### config.mk
export PLATFORM = sky130hd
export DESIGN_NAME = mem_arbiter
export DESIGN_NICKNAME = d
export VERILOG_FILES = /design/src/rtl/mem_arbiter.sv
export SDC_FILE = /design/constraint.sdc
export NUM_CORES = 1
export LEC_CHECK = 0
export CORE_AREA = 2 2 94 96
export DETAILED_ROUTE_END_ITERATION = 8
export DIE_AREA = 0 0 96 98
export GPL_TIMING_DRIVEN = 1
export PLACE_DENSITY_LB_ADDON = 0.1
export SETUP_SLACK_MARGIN = 0.5
export SLEW_MARGIN = 15
export SYNTH_ARGS = -nofsm -noshare
export SYNTH_HDL_FRONTEND = slang
export SYNTH_SLANG_ARGS = --single-unit
### constraint.sdc
create_clock -name clk -period 1.9 [get_ports clk]
set_input_delay 0.38 -clock clk [delete_from_list [all_inputs] [get_ports clk]]
set_output_delay 0.38 -clock clk [all_outputs]
set_load 0.05 [all_outputs]
### src/rtl/mem_arbiter.sv
// mem_arbiter: shares one backing-memory port between icache refill and
// dcache refill/writeback. One line transfer in flight at a time.
// Optional feature: define MEM_ARB_ROUND_ROBIN_EN for round-robin tie
// breaking; otherwise dcache wins ties (fixed priority).
module mem_arbiter #(
    parameter int unsigned ADDR_W = 32,
    parameter int unsigned DATA_W = 32,
    parameter int unsigned BEATS  = 4
) (
    input  logic              clk,
    input  logic              reset,
    input  logic              ic_req_valid,
    input  logic [ADDR_W-1:0] ic_req_addr,
    output logic              ic_req_ready,
    output logic              ic_resp_valid,
    input  logic              dc_req_valid,
    input  logic              dc_req_rw,
    input  logic [ADDR_W-1:0] dc_req_addr,
    output logic              dc_req_ready,
    input  logic              dc_wdata_valid,
    input  logic [DATA_W-1:0] dc_wdata,
    output logic              dc_wdata_ready,
    output logic              dc_resp_valid,
    output logic [DATA_W-1:0] resp_data,
    output logic              mem_req_valid,
    output logic              mem_req_rw,
    output logic [ADDR_W-1:0] mem_req_addr,
    input  logic              mem_req_ready,
    output logic              mem_wdata_valid,
    output logic [DATA_W-1:0] mem_wdata,
    input  logic              mem_wdata_ready,
    input  logic              mem_resp_valid,
    input  logic [DATA_W-1:0] mem_resp_data
);

    localparam int unsigned CNT_W = $clog2(BEATS);
    localparam logic [CNT_W-1:0] LAST_BEAT = CNT_W'(BEATS - 1);

    typedef enum logic [1:0] {
        IDLE  = 2'd0,
        ADDR  = 2'd1,
        WDATA = 2'd2,
        RDATA = 2'd3
    } state_t;

    state_t            state_q, state_d;
    logic [CNT_W-1:0]  cnt_q, cnt_d;
    logic [ADDR_W-1:0] addr_q, addr_d;
    logic              rw_q, rw_d;
    logic              owner_q, owner_d;   // 1 = dcache owns the transfer
    logic              grant_dc, grant_ic;

`ifdef MEM_ARB_ROUND_ROBIN_EN
    logic              last_q, last_d;     // 1 = dcache was granted last
`endif

    // Winner selection among pending requests (only acted on in IDLE)
    always_comb begin
        grant_dc = 1'b0;
        grant_ic = 1'b0;
        if (ic_req_valid && dc_req_valid) begin
`ifdef MEM_ARB_ROUND_ROBIN_EN
            grant_dc = ~last_q;
`else
            grant_dc = 1'b1;
`endif
            grant_ic = ~grant_dc;
        end else begin
            grant_dc = dc_req_valid;
            grant_ic = ic_req_valid;
        end
    end

    // Data buses are pure pass-through; qualifiers below gate their meaning
    assign resp_data    = mem_resp_data;
    assign mem_wdata    = dc_wdata;
    assign mem_req_addr = addr_q;
    assign mem_req_rw   = rw_q;

    // Next-state and handshake steering; all strobes forced low while in reset
    always_comb begin
        state_d         = state_q;
        cnt_d           = cnt_q;
        addr_d          = addr_q;
        rw_d            = rw_q;
        owner_d         = owner_q;
`ifdef MEM_ARB_ROUND_ROBIN_EN
        last_d          = last_q;
`endif
        ic_req_ready    = 1'b0;
        dc_req_ready    = 1'b0;
        ic_resp_valid   = 1'b0;
        dc_resp_valid   = 1'b0;
        dc_wdata_ready  = 1'b0;
        mem_req_valid   = 1'b0;
        mem_wdata_valid = 1'b0;

        if (reset) begin
            unique case (state_q)
                IDLE: begin
                    ic_req_ready = grant_ic;
                    dc_req_ready = grant_dc;
                    if (grant_ic || grant_dc) begin
                        addr_d  = grant_dc ? dc_req_addr : ic_req_addr;
                        rw_d    = grant_dc & dc_req_rw;
                        owner_d = grant_dc;
`ifdef MEM_ARB_ROUND_ROBIN_EN
                        last_d  = grant_dc;
`endif
                        state_d = ADDR;
                    end
                end
                ADDR: begin
                    mem_req_valid = 1'b1;
                    if (mem_req_ready) begin
                        cnt_d   = '0;
                        state_d = rw_q ? WDATA : RDATA;
                    end
                end
                WDATA: begin
                    mem_wdata_valid = dc_wdata_valid;
                    dc_wdata_ready  = mem_wdata_ready;
                    if (dc_wdata_valid && mem_wdata_ready) begin
                        cnt_d = cnt_q + CNT_W'(1);
                        if (cnt_q == LAST_BEAT) begin
                            state_d = IDLE;
                        end
                    end
                end
                RDATA: begin
                    ic_resp_valid = mem_resp_valid & ~owner_q;
                    dc_resp_valid = mem_resp_valid & owner_q;
                    if (mem_resp_valid) begin
                        cnt_d = cnt_q + CNT_W'(1);
                        if (cnt_q == LAST_BEAT) begin
                            state_d = IDLE;
                        end
                    end
                end
                default: state_d = IDLE;
            endcase
        end
    end

    // State and transaction registers with synchronous active-low reset
    always_ff @(posedge clk) begin
        if (!reset) begin
            state_q <= IDLE;
            cnt_q   <= '0;
            addr_q  <= '0;
            rw_q    <= 1'b0;
            owner_q <= 1'b0;
`ifdef MEM_ARB_ROUND_ROBIN_EN
            last_q  <= 1'b0;
`endif
        end else begin
            state_q <= state_d;
            cnt_q   <= cnt_d;
            addr_q  <= addr_d;
            rw_q    <= rw_d;
            owner_q <= owner_d;
`ifdef MEM_ARB_ROUND_ROBIN_EN
            last_q  <= last_d;
`endif
        end
    end

endmodule

# Word level (Yosys, flattened, before mapping)
# Index checks and enable logic that the tools add are counted.
[word_totals]
reg_bits = 38
[op_classes]
mux = 28
addsub = 1
reduce_logical = 8
bitwise = 4
eq_ne = 8
[ops]
columns = ["operator", "n"]
rows = [
  ["32-bit two-way mux", 1],
  ["1-bit two-way mux", 17],
  ["2-bit two-way mux", 8],
  ["2-bit inequality test (second input constant)", 4],
  ["2-bit one-hot mux with 4 select lines", 1],
  ["4-bit AND reduction", 2],
  ["2-bit == test (second input constant)", 3],
  ["2-bit one-hot mux with 3 select lines", 1],
  ["1-bit bitwise AND", 3],
  ["3-bit nonzero test", 1],
  ["2-bit by 1-bit adder with 2-bit output (second input constant)", 1],
  ["2-bit by 1-bit == test with 1-bit output (second input constant)", 1],
  ["1-bit logical AND", 2],
  ["2-bit logical NOT", 1],
  ["2-bit AND reduction", 1],
  ["1-bit logical OR", 1],
  ["1-bit inverter", 1],
]

# Logic depth before layout (Yosys ltp)
# Gate-level depths: netlist (run 1).
[logic_depth]
ltp_word = 5
ltp_mapped = 7
mapped_depth_nobuf = 4

# Worst setup path before layout (run 1)
# Ideal clock, no wire load.
[synth_timing]
path_type = "input port to output port"
start = "input reset"
end = "output ic_req_ready"
setup_slack_ps = -497
cell_stages = 3
n_path_buf = 2
arrival_ps = 2017
cell_sequence = "clkbuf_1 -> clkbuf_1 -> nor3b_1"
[synth_via]
elab_chain_cells = 1
[synth_rtl]
columns = ["element", "line", "rtl"]
rows = [
  ["from (decl)", "11", "input logic reset,"],
  ["1-bit two-way mux", "98", "if (reset) begin"],
  ["to (decl)", "14", "output logic ic_req_ready,"],
]
# No other way between the ends.

# Worst setup path after layout (run 1)
[layout_timing]
start = "register state_q[0]"
end = "output ic_req_ready"
[layout_via]
elab_chain_cells = 3
[layout_rtl]
columns = ["element", "line", "rtl"]
rows = [
  ["from (decl)", "46", "state_t state_q, state_d;"],
  ["from (signal assigned)", "157", "state_q <= state_d;"],
  ["2-bit logical NOT", "99", "unique case (state_q)"],
  ["1-bit two-way mux", "99", ""],
  ["1-bit two-way mux", "98", ""],
]
# No other way between the ends.

==> impl.org, run 1 <==
** Logic synthesis
- Post-synthesis async set-or-reset flop share :: 0%
- Sequential-to-total area share from yosys stat :: 32.3%
- Summing the areas of all compound-gate instances in the mapped netlist gives 16.0% of the synthesized area.
- Mean area per synthesized cell :: 9.19 um2
- Simple-gate share of the synthesized area :: 11.8%
- The netlist uses 27 different library cells.
- Mux share of post-synthesis cell area :: 14.5%
- Total of flip-flops plus latches after synthesis :: 38
- Counting every net in the synthesized netlist gives 394.
- In this run, synthesis inferred 0 flip-flops with an integrated enable.
- Summing every instance area after synthesis gives 2350 um2.
- Among all flip-flop cells after synthesis, the most frequent one is sky130_fd_sc_hd__dfxtp_1.
- Of the total synthesized cell area, the portion taken by full adders, half adders and majority gates is 0.532%.
- During synthesis, Yosys emitted a total of 0 warnings.
- Synthesis produced 256 cells.
- The synthesized netlist devotes 0% of its cell area to XOR and XNOR gates.
- By area, the combinational part of the netlist is dominated by buffers and inverters.

** Detailed routing
- Total number of vias :: 1982
- Initial DRC Count :: 27
- In the routed layout, each cell is associated on average with a via count of 4.69.
- After detailed routing, the average wire length per cell comes to 16.0 um.
- First-pass detailed-route iteration total :: 4
- Total length of routed wires :: 6750 um
- Once detail routing completed, the nets flagged for antenna violations numbered 0.
- Remaining routing DRC violations :: 0

** Global route
- Summed over all layers, the global routing overflow is 0.
- Global routing consumed, over all layers together, 13.0% of the routing resources.
- Number of antenna violations at the first check in global routing :: 0
- The via count of the first global-routing pass was 1874.
- Entering global routing, the biggest net connects 35 pins.
- Wire length of the first global-routing pass :: 9520 um

** Timing
- The routed design could run at a clock period as short as 1.70 ns.
- Final Hold Vio Count :: 0
- The number of max-slew violations in the final report came to 0.
- Worst Clk Skew :: 0.00261 ns
- Unrepaired setup endpoints after global routing :: true
- Ratio of final minimum period to clock period :: 89.2%
- Count of endpoints failing setup in the final report :: 0
- Headroom to the max-slew limit came out at 81.8%.
- Aggregate negative setup slack :: 0 ns
- Highest achievable clock rate :: 590 MHz
- At the pin with the least slew margin, the transition time is 0.273 ns.

** Worst setup path
- Launching point of the worst reg2reg path :: state_q[0]
- In this design, the stage delay of the slowest critical-path cell is 0.35 ns.
- Setup slack on the worst reg-to-reg path comes out at 0.36 ns.
- Number of cells on the worst reg-to-reg path :: 6
- The endpoint identified for the worst register-to-register timing path is state_q[0].
- The worst setup path is of the reg2out kind.
- At the worst endpoint, the required time is 1.52 ns.
- The largest individual stage delay along the critical path comes from the cell sky130_fd_sc_hd__dfxtp_4.
- The critical path contains buffers and inverters numbering 2 combined.
- Along the worst path, the maximum fanout reaches 3.
- At the worst endpoint, the arrival time is 1.32 ns.
- In this design, the largest share of critical-path delay is due to simple AND/OR/NAND/NOR gates.
- Chain of cells forming the critical path :: buf_6 > nor2_4 > nand2_2 > nor3b_4 > buf_12
- Kind of start point of the critical path :: flop
- Category of the worst setup path capture point :: primary output

** Pwr
- IR analysis of the VDD net gives a maximum drop of 0.522 mV.
- Static power due to leakage :: 1.79 nW
- Pwr dens :: 1400 nW/um2

** Clock network
- The clock drives 38 sinks.
- Clock latency of the later-clocked register in the worst-skew pair :: 0.29 ns
- Worst-case clock buffer depth :: 2
- After clock tree synthesis, the flow added hold-fix buffers numbering 0.
- In this run, CTS created clock tree buffers numbering 5.
- TritonCTS clock tree :: built
- Depth of the CTS H-tree :: 2
- Clock-pin slew was measured on the worst setup and hold paths at 0.08 ns.
- Clock tree synthesis selected as its root buffer the cell sky130_fd_sc_hd__clkbuf_8.

** Die
- Rows :: 34
- Die area :: 9410 um2
- I/O pins :: 241
- Starting density of the core :: 27.8%
- From left edge to right edge, the die measures 96 um.
- In this run the standard cell core region covers 8470 um2.
- In this run the vertical extent of the chip is 98 um.

** Finish
- Of the cells placed in the final design, the portion with a size suffix greater than 1 is 28.9%.
- Once layout is complete, the utilization of the core stands at 41.1%.
- Ant diodes :: 0
- Compared with the post-synthesis result, the final layout area differs by 48.1%.
- For this run, the number of standard cells in the final layout without fillers is 423.
- Post-route cell area :: 3480 um2
- Most frequent standard cell in the layout excluding fill and tap cells :: sky130_fd_sc_hd__clkdlybuf4s50_1
- Layout Nets :: 452
- In the layout the commonest cells are 66 x sky130_fd_sc_hd__clkdlybuf4s50_1, 39 x sky130_fd_sc_hd__nand2_1, 35 x sky130_fd_sc_hd__dfxtp_1, 34 x sky130_fd_sc_hd__mux2i_1, 32 x sky130_fd_sc_hd__o211a_1.

** Place
- Total placed instance area :: 3230 um2
- Number of buffer cells added on primary ports :: 112
- Total placed cells including tap cells :: 401
- Routability-driven placement finished with a final weighted congestion of 0.756.
- Final HPWL DP :: 4780 um

** Worst hold path
- In this run the worst hold path is classified as in2reg.
- Cell depth of the worst hold path :: 2
- In this run the most critical hold path is launched from reset.
- Hold-critical path endpoint :: mem_req_rw

** Run status
- The flow ran to the end, and the final reports show no timing, DRC or antenna violations.

** Job
- Number of violations of the max-capacitance limit :: 0
==> area by class of cell <==
| class | count | area (um2) |
|---|---|---|
| clock buffer | 6 | 82.6 |
| clock inverter | 2 | 12.5 |
| fill | 864 | 4980 |
| inverter | 3 | 15.0 |
| multi-input combinational | 133 | 1120 |
| sequential | 38 | 769 |
| tap | 108 | 135 |
| timing repair buffer | 133 | 1350 |
==> synthesized netlist by cell type, drive strengths merged, types with 2 or more instances <==
library cell  number  area [um2]
nand2b             2        12.5
nor3b              4        30.0
o211a             32         320
buf               77         554
dfxtp             38         761
o22ai              2        12.5
inv                3        11.3
clkbuf             5        18.8
nand2             42         158
mux2i             34         340
nor2               3        13.8
nor3               3        20.0
==> routing by layer <==
| metal | share of wire, % | vias to the layer above | GRT usage (%) | wire length, um |
|---|---|---|---|---|
| met5 | 0 | - | 0 | 0 |
| met3 | 12 | 25 | 6.10 | 794 |
| met2 | 48 | 120 | 20.8 | 3230 |
| met4 | 2.8 | 0 | 6.15 | 186 |
| li1 | - | 928 | - | - |
| met1 | 38 | 909 | 14.2 | 2550 |
==> sequential cells by signal, summed over array words and instances (netlist names) <==
register	count
mem_req_addr	32
owner_q	1
state_q	2
mem_req_rw	1
cnt_q	2
==> logic make-up after synthesis <==
kind of cell,after synthesis
buffers and inverters,85
AND/OR/NAND/NOR,59
AO/OA/AOI/OAI,39
flip-flops,38
multiplexers,34
adder cells (fa/ha/maj),1
==> through the flow <==
stage | worst slack (ns) | power [mW] | hold slack [ns]
4_1_cts | 0.167 | 4.60 | 0.422
5_1_grt | 0.155 | 5.16 | 0.439
2_1_floorplan | 0.370 | 3.35 | 0.450
3_3_place_gp | 0.105 | 3.86 | 0.461
3_5_place_dp | 0.0606 | 3.87 | 0.468
6_report | 0.205 | 4.88 | 0.435
==> what timing repair did <==
item	in CTS	in global routing
resized for setup	67	28
pin swaps	7	2
endpoints found under the setup margin	58	56
gates cloned	0	4
setup buffers	8	2
==> power breakdown <==
group	leakage, nW	switching (mW)	internal (mW)
clock	0.0472	0.301	0.292
sequential	0.317	0.161	1.08
combinational	1.43	1.75	1.30
total	1.79	2.21	2.67
==> worst max path at each step <==
stage | startpoint | end | depth (start not counted)
detailed placement | mem_resp_valid | state_q[0] | 5
finish | state_q[0] | ic_req_ready | 5
global route | state_q[0] | ic_req_ready | 5
CTS | state_q[0] | ic_req_ready | 5
floorplan | state_q[0] | ic_req_ready | 4
global placement | mem_resp_valid | state_q[1] | 5
Power figures use the tool's default switching activity.
==> run 2, diff against run 1 <==
--- a/config.mk
+++ b/config.mk
@@ -6,11 +6,14 @@
 export NUM_CORES = 1
 export LEC_CHECK = 0
 export CORE_AREA = 2 2 94 96
+export CTS_CLUSTER_DIAMETER = 80
 export DETAILED_ROUTE_END_ITERATION = 8
 export DIE_AREA = 0 0 96 98
 export GPL_TIMING_DRIVEN = 1
+export HOLD_SLACK_MARGIN = 0.06
 export PLACE_DENSITY_LB_ADDON = 0.1
 export SETUP_SLACK_MARGIN = 0.5
+export SKIP_LAST_GASP = 1
 export SLEW_MARGIN = 15
 export SYNTH_ARGS = -nofsm -noshare
 export SYNTH_HDL_FRONTEND = slang
==> results of run 2 <==
Final layout, timing and power as in run 1 (identical DEF).
==> run 3, diff against run 2 <==
--- a/config.mk
+++ b/config.mk
@@ -5,15 +5,15 @@
 export SDC_FILE = /design/constraint.sdc
 export NUM_CORES = 1
 export LEC_CHECK = 0
-export CORE_AREA = 2 2 94 96
+export CORE_ASPECT_RATIO = 0.7
+export CORE_MARGIN = 1.5
+export CORE_UTILIZATION = 32
 export CTS_CLUSTER_DIAMETER = 80
 export DETAILED_ROUTE_END_ITERATION = 8
-export DIE_AREA = 0 0 96 98
 export GPL_TIMING_DRIVEN = 1
 export HOLD_SLACK_MARGIN = 0.06
 export PLACE_DENSITY_LB_ADDON = 0.1
 export SETUP_SLACK_MARGIN = 0.5
-export SKIP_LAST_GASP = 1
 export SLEW_MARGIN = 15
 export SYNTH_ARGS = -nofsm -noshare
 export SYNTH_HDL_FRONTEND = slang
==> impl.org, run 3 (synthesized netlist as in run 1, its figures left out) <==
** Clock network
- Depth of the CTS H-tree :: 2
- Clock latency of the later-clocked register in the worst-skew pair :: 0.28 ns
- The root buffer cell chosen for the clock tree is sky130_fd_sc_hd__clkbuf_8.
- Sink count of the clock tree :: 38
- Worst-case clock buffer depth :: 2
- Clock-pin slew was measured on the worst setup and hold paths at 0.07 ns.
- TritonCTS clock tree :: built
- Counting the buffers created by CTS gives 5.

** Job
- The tool flagged a number of max-cap violations equal to 0.

** Timing
- Setup violations remaining at the end of the flow were counted as 0.
- Final Hold Vio Count :: 0
- Final number of max-transition violations :: 0
- Min Tclk post-route :: 1.60 ns
- In the finished design, the share of the clock period the worst path needs comes to 84.3%.
- Across the routed clock network, the largest skew measured is 0.00802 ns.
- In this run the tightest slew margin relative to its limit is 80.4%.
- Once routing completed, OpenROAD measured the worst setup slack at 0.298 ns.
- Setup repair after global routing could not meet its margin everywhere.
- Highest achievable clock rate :: 624 MHz
- Slew at the pin closest to its max-slew limit :: 0.294 ns
- After routing, the total negative slack on setup checks comes to 0 ns.

** Detailed routing
- Dividing the detail-routed wire length by the instance count gives 14.0 um.
- Antenna Violating Nets Remaining :: 0
- The routed layout has 1901 vias.
- After detailed routing, the number of remaining DRC violations is 0.
- The final layout contains routed wiring with a total length of 5670 um.
- First-pass detailed-route iteration total :: 4
- Initial DRC Count :: 45
- Using the TritonRoute via totals, the vias-per-cell ratio works out to 4.68.

** Worst setup path
- Walking the worst path, the cells encountered are nor2_4 > nand2_2 > nor3b_4 > buf_12.
- Required time of the worst setup path :: 1.52 ns
- Kind of critical path :: reg2out
- Data arrives at the worst endpoint at 1.22 ns.
- The worst setup path is launched from a flop.
- Along the worst path, the maximum fanout reaches 4.
- Register-to-Register Setup Slack :: 0.40 ns
- The startpoint identified for the worst register-to-register timing path is state_q[0].
- Worst path bufs/invs :: 1
- Grouping stages by cell kind, the critical path spends the most delay in simple AND/OR/NAND/NOR gates.
- In this design, the stage delay of the slowest critical-path cell is 0.37 ns.
- Critical path startpoint :: state_q[1]
- STA classifies the critical path endpoint as a primary output.
- Slowest stage cell on the critical path :: sky130_fd_sc_hd__dfxtp_4

** Finish
- Most frequent standard cell in the layout excluding fill and tap cells :: sky130_fd_sc_hd__clkdlybuf4s50_1
- Layout Nets :: 450
- Area overhead of the layout relative to synthesis :: 42.9%
- The number of antenna diodes in the final layout is 0.
- The register with the most flip-flops in the layout has 32 of them.
- After filler insertion, the fill cell instance count of the layout stands at 700.
- Fraction of final layout cells with drive strength greater than 1 :: 28.2%
- Most frequent cells in the layout :: 66 x sky130_fd_sc_hd__clkdlybuf4s50_1, 39 x sky130_fd_sc_hd__nand2_1, 35 x sky130_fd_sc_hd__dfxtp_1, 34 x sky130_fd_sc_hd__mux2i_1, 32 x sky130_fd_sc_hd__o211a_1

** Die
- I/O pins :: 241
- After floorplanning, the core was divided into 25 placement rows.
- The floorplan step defined a core boundary enclosing 6940 um2.
- For this configuration, the core starts out at a cell density of 33.9%.
- Die area :: 7880 um2
- The floorplan step set the die width to 105 um.
- From bottom edge to top edge, the die measures 74.7 um.

** Place
- Final HPWL DP :: 4110 um
- Dpl ws :: 0.0568 ns
- The count of buffers added on input and output ports is 112.
- RD Place Congestion :: 0.771

** Global route
- The first global-routing pass estimated 8220 um of wire.
- Pin count of the biggest net entering global routing :: 38
- The via count of the first global-routing pass is 1689.
- The total overflow left after global routing is 0.
- For this run, the total global-route usage over all layers was measured as 13.2%.
- Number of antenna violations at the first check in global routing :: 0

** Worst hold path
- The min-delay analysis places its worst path in the category in2reg.
- Hold path start :: reset

** Pwr
- Peak VDD IR :: 0.475 mV
- Pwr dens :: 1360 nW/um2
- In this run the static leakage power is 1.75 nW.

** Run status
- The flow ran to the end, and the final reports show no timing, DRC or antenna violations.
run 3: cell type report:
class	count	area, um2	share of cell area (%)
Timing Repair Buffer	131	1270	37.8
Inverter	3	15.0	0.447
Tap cell	94	118	3.50
Clock buffer	5	68.8	2.05
Sequential cell	38	769	22.9
Clock inverter	2	10.0	0.298
Multi-Input combinational cell	133	1110	33.0
run 3: metal layers:
metal / vias to the layer above / GRT usage (%) / routed length [um]
met4: 0 / 3.96 / 40
met5: - / 0 / 0
met2: 121 / 19.2 / 2280
li1: 924 / - / -
met3: 8 / 7.88 / 719
met1: 848 / 16.4 / 2630
run 3: timing repair:
| item | in CTS | in global routing |
|---|---|---|
| endpoints found under the hold margin | 0 | 0 |
| hold buffers | 0 | 0 |
| pin swaps | 6 | 7 |
| setup buffers | 5 | 4 |
| endpoints found under the setup margin | 66 | 47 |
| cloned | 0 | 2 |
| gates resized for setup | 78 | 38 |
run 3: worst paths after layout:
| kind | to | cells past startpoint |
|---|---|---|
| setup / recovery | ic_req_ready | 4 |
| hold / removal | mem_req_addr[13] | 2 |
| setup reg to reg | state_q[0] | 5 |
| hold reg to reg | cnt_q[1] | 2 |
run 3: report_power, final:
part,switching [mW],internal (mW),leakage [nW]
clock network,0.273,0.246,0.0438
logic,1.68,1.11,1.39
registers,0.173,1.08,0.317
run 3: metrics by stage:
stage	utilization, %	hold WS (ns)	cell area, um2	power, mW	instances
2_1_floorplan	-	0.450	2470	3.35	256
3_3_place_gp	46.4	0.465	3220	3.86	388
3_5_place_dp	46.4	0.484	3220	3.87	388
4_1_cts	48.6	0.434	3380	4.46	400
5_1_grt	48.4	0.426	3360	4.82	406
6_report	48.4	0.437	3360	4.57	406
